--- src/rtl/align_reduce_buf.sv ---
// align_reduce_buf
//   Multi-lane beat transformer with a 2-entry output FIFO.
//   Each accepted beat carries CHANNELS lanes of WIDTH bits and a 2-bit slice
//   mode. Every lane is transformed according to that mode. The AND-reduction
//   of each untransformed lane is stored next to the transformed data. Beats
//   in which every lane is all-ones are counted in a saturating counter.
//
// Parameters
//   WIDTH    bits per lane (even, >= 2)
//   CHANNELS number of lanes (>= 1)
//   CNT_W    width of the all-ones beat counter (>= 1)
//
// Ports
//   clk       clock, all logic on posedge
//   rst       synchronous active-high reset
//   in_valid  input beat valid
//   in_ready  block can accept a beat (registered)
//   in_data   lane c = in_data[c*WIDTH +: WIDTH]
//   in_mode   slice mode, captured with in_data
//                0 pass, 1 invert, 2 swap halves, 3 duplicate low half
//   out_valid FIFO head is valid
//   out_ready downstream accepts the head
//   out_data  transformed lanes of the head beat
//   out_and   per-lane AND-reduction of the head beat's original lanes
//   cnt_clr   synchronous clear of ones_cnt (wins over an increment)
//   ones_cnt  saturating count of accepted all-ones beats
module align_reduce_buf #(
  parameter int WIDTH    = 4,
  parameter int CHANNELS = 2,
  parameter int CNT_W    = 8
) (
  input  logic                      clk,
  input  logic                      rst,
  input  logic                      in_valid,
  output logic                      in_ready,
  input  logic [CHANNELS*WIDTH-1:0] in_data,
  input  logic [1:0]                in_mode,
  output logic                      out_valid,
  input  logic                      out_ready,
  output logic [CHANNELS*WIDTH-1:0] out_data,
  output logic [CHANNELS-1:0]       out_and,
  input  logic                      cnt_clr,
  output logic [CNT_W-1:0]          ones_cnt
);

  localparam int H  = WIDTH / 2;
  localparam int DW = CHANNELS * WIDTH;

  localparam logic [CNT_W-1:0] CNT_MAX = {CNT_W{1'b1}};
  localparam logic [CNT_W-1:0] CNT_ONE = CNT_W'(1);

  function automatic logic [WIDTH-1:0] lane_xform(input logic [WIDTH-1:0] x,
                                                  input logic [1:0]       mode);
    logic [WIDTH-1:0] r;
    case (mode)
      2'd0:    r = x;
      2'd1:    r = ~x;
      2'd2:    r = {x[H-1:0], x[WIDTH-1:H]};
      default: r = {x[H-1:0], x[H-1:0]};
    endcase
    return r;
  endfunction

  // Per-lane transform and reduction of the incoming beat
  logic [DW-1:0]       xform_data;
  logic [CHANNELS-1:0] lane_and;

  always_comb begin
    xform_data = '0;
    lane_and   = '0;
    for (int c = 0; c < CHANNELS; c++) begin
      xform_data[c*WIDTH +: WIDTH] = lane_xform(in_data[c*WIDTH +: WIDTH], in_mode);
      lane_and[c]                  = &in_data[c*WIDTH +: WIDTH];
    end
  end

  // 2-entry FIFO storage
  logic [DW-1:0]       mem_data [2];
  logic [CHANNELS-1:0] mem_and  [2];
  logic                wr_ptr;
  logic                rd_ptr;
  logic [1:0]          count;
  logic [1:0]          count_nxt;
  logic                in_ready_r;

  logic push;
  logic pop;

  assign in_ready  = in_ready_r;
  assign out_valid = (count != 2'd0);
  assign push      = in_valid && in_ready_r;
  assign pop       = out_valid && out_ready;

  assign out_data = mem_data[rd_ptr];
  assign out_and  = mem_and[rd_ptr];

  always_comb begin
    count_nxt = count;
    case ({push, pop})
      2'b10:   count_nxt = count + 2'd1;
      2'b01:   count_nxt = count - 2'd1;
      default: count_nxt = count;
    endcase
  end

  always_ff @(posedge clk) begin
    if (rst) begin
      mem_data[0] <= '0;
      mem_data[1] <= '0;
      mem_and[0]  <= '0;
      mem_and[1]  <= '0;
      wr_ptr      <= 1'b0;
      rd_ptr      <= 1'b0;
      count       <= 2'd0;
      in_ready_r  <= 1'b0;
    end else begin
      if (push) begin
        mem_data[wr_ptr] <= xform_data;
        mem_and[wr_ptr]  <= lane_and;
        wr_ptr           <= ~wr_ptr;
      end
      if (pop) begin
        rd_ptr <= ~rd_ptr;
      end
      count <= count_nxt;
      // Ready follows next-cycle occupancy, so a pop frees a slot one cycle
      // later with no combinational path from out_ready to in_ready.
      in_ready_r <= (count_nxt != 2'd2);
    end
  end

  // All-ones beat counter
  always_ff @(posedge clk) begin
    if (rst) begin
      ones_cnt <= '0;
    end else if (cnt_clr) begin
      ones_cnt <= '0;
    end else if (push && (&lane_and) && (ones_cnt != CNT_MAX)) begin
      ones_cnt <= ones_cnt + CNT_ONE;
    end
  end

endmodule

--- config.mk ---
export PLATFORM = sky130hd
export DESIGN_NAME = align_reduce_buf
export DESIGN_NICKNAME = d
export VERILOG_FILES = /design/src/rtl/align_reduce_buf.sv
export SDC_FILE = /design/constraint.sdc
export NUM_CORES = 1
export LEC_CHECK = 0
export BUFFER_PORTS_ARGS = -buffer_cell sky130_fd_sc_hd__buf_2
export CAP_MARGIN = 20
export CORE_ASPECT_RATIO = 1.1
export CORE_MARGIN = 3
export CORE_UTILIZATION = 50
export CTS_BUF_LIST = sky130_fd_sc_hd__clkbuf_8
export DETAILED_ROUTE_END_ITERATION = 10
export PLACE_DENSITY = 0.74
export REMOVE_ABC_BUFFERS = 1
export SYNTH_ARGS = -nofsm -noshare
export SYNTH_HDL_FRONTEND = slang
export SYNTH_SLANG_ARGS = --single-unit
--- constraint.sdc ---
create_clock -name clk -period 2.2 [get_ports clk]
set_input_delay 0.11 -clock clk [delete_from_list [all_inputs] [get_ports clk]]
set_output_delay 0.11 -clock clk [all_outputs]
set_load 0.01 [all_outputs]
==> Word-level counts from Yosys, hierarchy flattened <==
Memory sizes are Yosys's and may differ from the RTL's. A register that Yosys moved wholly into a read port is not among the register bits.
Cells that the tools add are included.
{ "totals": {"ff_bits": 13, "ramBits": 20, "inputBits": 15, "out_inout_bits": 20, "word_cells": 50, "mem_count": 2} }
{ "memory_table": {"columns": ["name", "depth", "width", "read_ports", "rd_ports_with_merged_regs", "wr", "line", "text"], "rows": [
  ["mem_data", 2, 8, 1, 1, 2, "78", "logic [DW-1:0] mem_data [2];"],
  ["mem_and", 2, 2, 1, 1, 2, "79", "logic [CHANNELS-1:0] mem_and [2];"]
]} }
{ "classes": {"n_addsub": 3, "eq_ne": 6, "muxes": 18, "bitwise": 4, "reduce_logical": 12} }
{ "op_table": {"columns": ["op", "n"], "rows": [
  ["$pmux 4 s3", 2],
  ["$mux 1", 13],
  ["$add 8x1->8 const B", 1],
  ["$mux 8", 1],
  ["$ne 8x8->1 const B", 1],
  ["$not 4->4", 2],
  ["$reduce_and 4->1", 2],
  ["$reduce_and 8->1", 1],
  ["$reduce_or 8->1", 1],
  ["$eq 2x1->1 const B", 2],
  ["$eq 2x2->1 const B", 2],
  ["$logic_and 1x1->1", 4],
  ["$pmux 2 s2", 1],
  ["$reduce_or 2->1", 2],
  ["$add 2x1->2 const B", 1],
  ["$logic_not 2->1", 1],
  ["$mux 2", 1],
  ["$ne 2x2->1 const B", 1],
  ["$not 1->1", 2],
  ["$reduce_bool 2->1", 1],
  ["$sub 2x1->2 const B", 1]
]} }

==> Logic depth before layout (Yosys ltp) <==
{ "logic_depth": {"ltp_word": 6, "depth_mapped": 6, "depth_no_buf": 6} }

==> Worst setup path before layout <==
OpenSTA, ideal clock, no wires.
{ "synth_path": {"path_kind": "reg-to-reg", "from": "register count[1]", "to": "register in_ready_r, in the netlist in_ready", "arrival_ns": 1.650, "path_slack_ns": 0.455, "stages_incl_launch_ff": 7, "path_buffers": 0, "synth_period_minus_slack_ns": 1.745, "cell_sequence": "dfxtp_1 > or2_2 > and2_1 > ha_1 > nor2b_1 > a21o_1 > a221oi_1"} }
{ "synth_via": {"elab_chain_cells": 5} }
{ "synth_lines": {"columns": ["element", "line", "text"], "rows": [
  ["start: declaration", "82", "logic [1:0] count;"],
  ["start signal: assignment", "125", "count <= count_nxt;"],
  ["$reduce_bool 2->1 (*)", "90", "assign out_valid = (count != 2'd0);"],
  ["named net out_valid", "38", "output logic out_valid,"],
  ["$logic_and 1x1->1 (*)", "92", "assign pop = out_valid && out_ready;"],
  ["named net pop", "87", "logic pop;"],
  ["$eq 2x1->1 / $eq 2x2->1 (equally long branches)", "99", "case ({push, pop})"],
  ["$pmux 2 s2 (*)", "99", null],
  ["$ne 2x2->1 (*)", "128", "in_ready_r <= (count_nxt != 2'd2);"],
  ["end signal: assignment", "128", null],
  ["end: declaration", "84", "logic in_ready_r;"]
]} }
Mark *: on every way through the listed nets, which the timed path passes. The rest lies on a longest branch.
A chain may end at the register's enable or synchronous reset.

==> Worst setup path in the final report <==
{ "layout_path": {"from": "register count[1]", "to": "register in_ready_r, in the netlist in_ready"} }
{ "layout_via": {"elab_chain_cells": 5} }
{ "layout_lines": {"columns": ["element", "line"], "rows": [
  ["$reduce_bool 2->1 (*)", "90"],
  ["$logic_and 1x1->1 (*)", "92"],
  ["named net pop", "87"],
  ["$eq 2x1->1 / $eq 2x2->1 (equally long branches)", "99"],
  ["$pmux 2 s2 (*)", "99"],
  ["$ne 2x2->1 (*)", "128"]
]} }
Marks and branches as above.

==> flow_summary.json <==
{
  "die_area_mm2": 0.00413,
  "ctsResizeCount": 0,
  "hold_violations": 0,
  "p_per_area_mw_per_mm2": 767,
  "p_int_mw": 1.11,
  "clock_latency_ns": 0.28,
  "cp.buffers_inverters": 0,
  "drv_cap": 0,
  "yosysSeqAreaShare": 0.519,
  "design_area_mm2": 0.00197,
  "coreArea_mm2": 0.00315,
  "final_common_cell": "buf_2",
  "tightest_slew_ns": 0.579,
  "drive_above_1_share": 0.282,
  "seq_area_um2": 881,
  "synthDistinctLibCells": 37,
  "utilization": 0.626,
  "grt_max_degree": 17,
  "yosysTopAreaCell": "edfxtp_1",
  "wirelength_mm": 3.31,
  "tritoncts_num_sinks": 34,
  "seq_power_share": 0.505,
  "hold_start": "rst",
  "die_w_um": 61.5,
  "endpoint": "in_ready",
  "clockRootBuffer": "clkbuf_8",
  "avgRoutedWirePerCell_um": 14.0,
  "critical_path_class": "flip-flop to flip-flop",
  "leakagePower_nw": 0.810,
  "clkTransAtPathRegs_ns": 0.06,
  "synth_top_area_share": 0.354,
  "rsz0062_at_grt": "no",
  "cts-htree-levels": 2,
  "synth_area_leaders": "edfxtp_1 35%, dfxtp_1 17%, nor2_1 7.3%, mux2_2 6.6%, a21oi_1 3.2%",
  "antenna_found_initial": 0,
  "tns_ns": 0,
  "first_global_vias": 1296,
  "netSwitchingFraction": 0.264,
  "detail-route-antenna-nets": 0,
  "fmax_mhz": 541,
  "cts_tree": "done",
  "reg2reg_slack_ns": 0.35,
  "worst_ep_arrival_time_ns": 2.03,
  "cp-end-kind": "flip-flop",
  "cpPeakStageDelay_ns": 0.34,
  "n_antenna_cell": 0,
  "slew_headroom": 0.611,
  "reg2regPathDepth": 6,
  "vias": 1341,
  "num_rows": 21,
  "final_cell_mix": "34 x buf_2, 33 x nor2_1, 20 x edfxtp_1",
  "fin_skew_ns": 0.00792,
  "clockPowerShare": 0.302,
  "port_buffers": 34,
  "yosysWarnings": 0,
  "fin_crit_sh": 0.840,
  "startpoint": "count[1]",
  "syn_inst": 167,
  "crit_family": "simple AND/OR/NAND/NOR gates",
  "track_usage": 0.178,
  "layout.nets": 218,
  "synth_seq_cells": 34,
  "avgViaCountPerCell": 5.68,
  "syn_area_per_cell_um2": 10.2,
  "slowest_stage": "dfxtp_1",
  "initial_core_util": 0.538,
  "synthFlopType": "edfxtp_1",
  "die_h_um": 67.1,
  "cp_data_required_time_ns": 2.38,
  "clock_path_buffers": 2,
  "worstReg2RegEnd": "in_ready",
  "cts_buffers": 5,
  "peakVddDrop_v": 0.000461,
  "async_flop_share": 0,
  "fin_crit_ns": 1.85,
  "crit_chain": "or2_2 > and2_1 > ha_1 > nor2b_1 > a21o_1 > a221oi_1",
  "crit_cells": 6,
  "firstDrtPassIters": 4,
  "drc": 0,
  "drt_first_iter_violations": 35,
  "dpl.hpwl_mm": 2.40,
  "power.switching_mw": 0.399,
  "fill_cells": 282,
  "setup_viol": 0,
  "synth_edf_count": 20,
  "areaGrowthSynthToFinish_pct": 16.4,
  "hp-class": "input port to flip-flop",
  "grt_overflow_total": 0,
  "netlist_area_mm2": 0.00170,
  "place.gp.congestion": 0.865,
  "drv_slew": 0,
  "path_max_fanout": 5,
  "startpoint_type": "flip-flop",
  "r2r-start": "count[1]",
  "multi_input_comb_area_um2": 779,
  "combPwrFrac": 0.193,
  "grt_pass1_wl_mm": 5.31,
  "cts_setup_buffers": 0,
  "status": "finished clean",
  "place_area_mm2": 0.00188,
  "io_pins": 35,
  "cts_hold_buf": 0
}
-- layout make-up --
type,count,share of cell area
flip-flops and latches,34,0.446
multi-input cells,124,0.395
repair buffers,35,0.0900
clock buffers,6,0.0418
well taps,34,0.0215
clock inverters,2,0.00380
inverters,1,0.00190
-- metrics by stage --
stage,hold WS (ns),worst slack [ns],std cells,power (mW)
after floorplan,0.179,0.455,159,0.962
after CTS,0.120,0.351,236,1.54
after global routing,0.146,0.300,236,1.58
final,0.121,0.352,236,1.51
after global placement,0.408,0.477,228,1.06
after detailed placement,0.414,0.365,228,1.08
-- synthesized netlist by cell type, types with 4 or more instances --
cell type,n
dfxtp_1,14
xnor2_1,6
edfxtp_1,20
nor2_1,33
o21ai_0,7
mux2_2,10
clkbuf_1,5
a21oi_1,11
nand3_1,5
mux2i_1,4
nand2_1,7
xor2_1,5
-- routing by layer --
| metal | part of all wire | vias to the layer above | wire length [um] | global-route usage |
|---|---|---|---|---|
| li1 | - | 670 | - | - |
| met1 | 0.40 | 637 | 1330 | 0.178 |
| met2 | 0.54 | 30 | 1770 | 0.327 |
| met3 | 0.053 | 4 | 175 | 0.0426 |
| met4 | 0.0091 | 0 | 30 | 0.0928 |
| met5 | 0 | - | 0 | 0 |
-- cell families after synthesis --
group / count (synthesis) / share of synthesized area
XOR/XNOR: 11 / 0.0568
AND/OR/NAND/NOR: 67 / 0.189
buffers and inverters: 9 / 0.0214
adder cells (fa/ha/maj): 2 / 0.0147
multiplexers: 14 / 0.0900
AO/OA/AOI/OAI: 30 / 0.109
flip-flops: 34 / 0.519
-- how the worst min path moves through the flow --
stage          cells after the start         to  slack (ns)
2_1_floorplan                      1   count[1]        0.18
3_3_place_gp                       2     rd_ptr        0.41
3_5_place_dp                       2  flip-flop        0.41
4_1_cts                            2  flip-flop        0.12
5_1_grt                            2   count[1]        0.15
6_report                           2   count[1]        0.12
-- power groups by stage --
| stage | Clock (mW) | Sequential, mW | Combinational [mW] |
|---|---|---|---|
| detailed placement | 0 | 0.780 | 0.295 |
| global route | 0.490 | 0.770 | 0.324 |
| CTS | 0.473 | 0.766 | 0.297 |
| global placement | 0 | 0.774 | 0.283 |
| finish | 0.457 | 0.764 | 0.292 |
| floorplan | 0 | 0.768 | 0.193 |
-- registers in the layout, summed over array words and instances, names as in the netlist, named ones only --
name and count:
rd_ptr 1, mem_data 16, ones_cnt 8, in_ready 1, count 2, mem_and 4
wr_ptr 1
(Power assumes the default switching activity.)
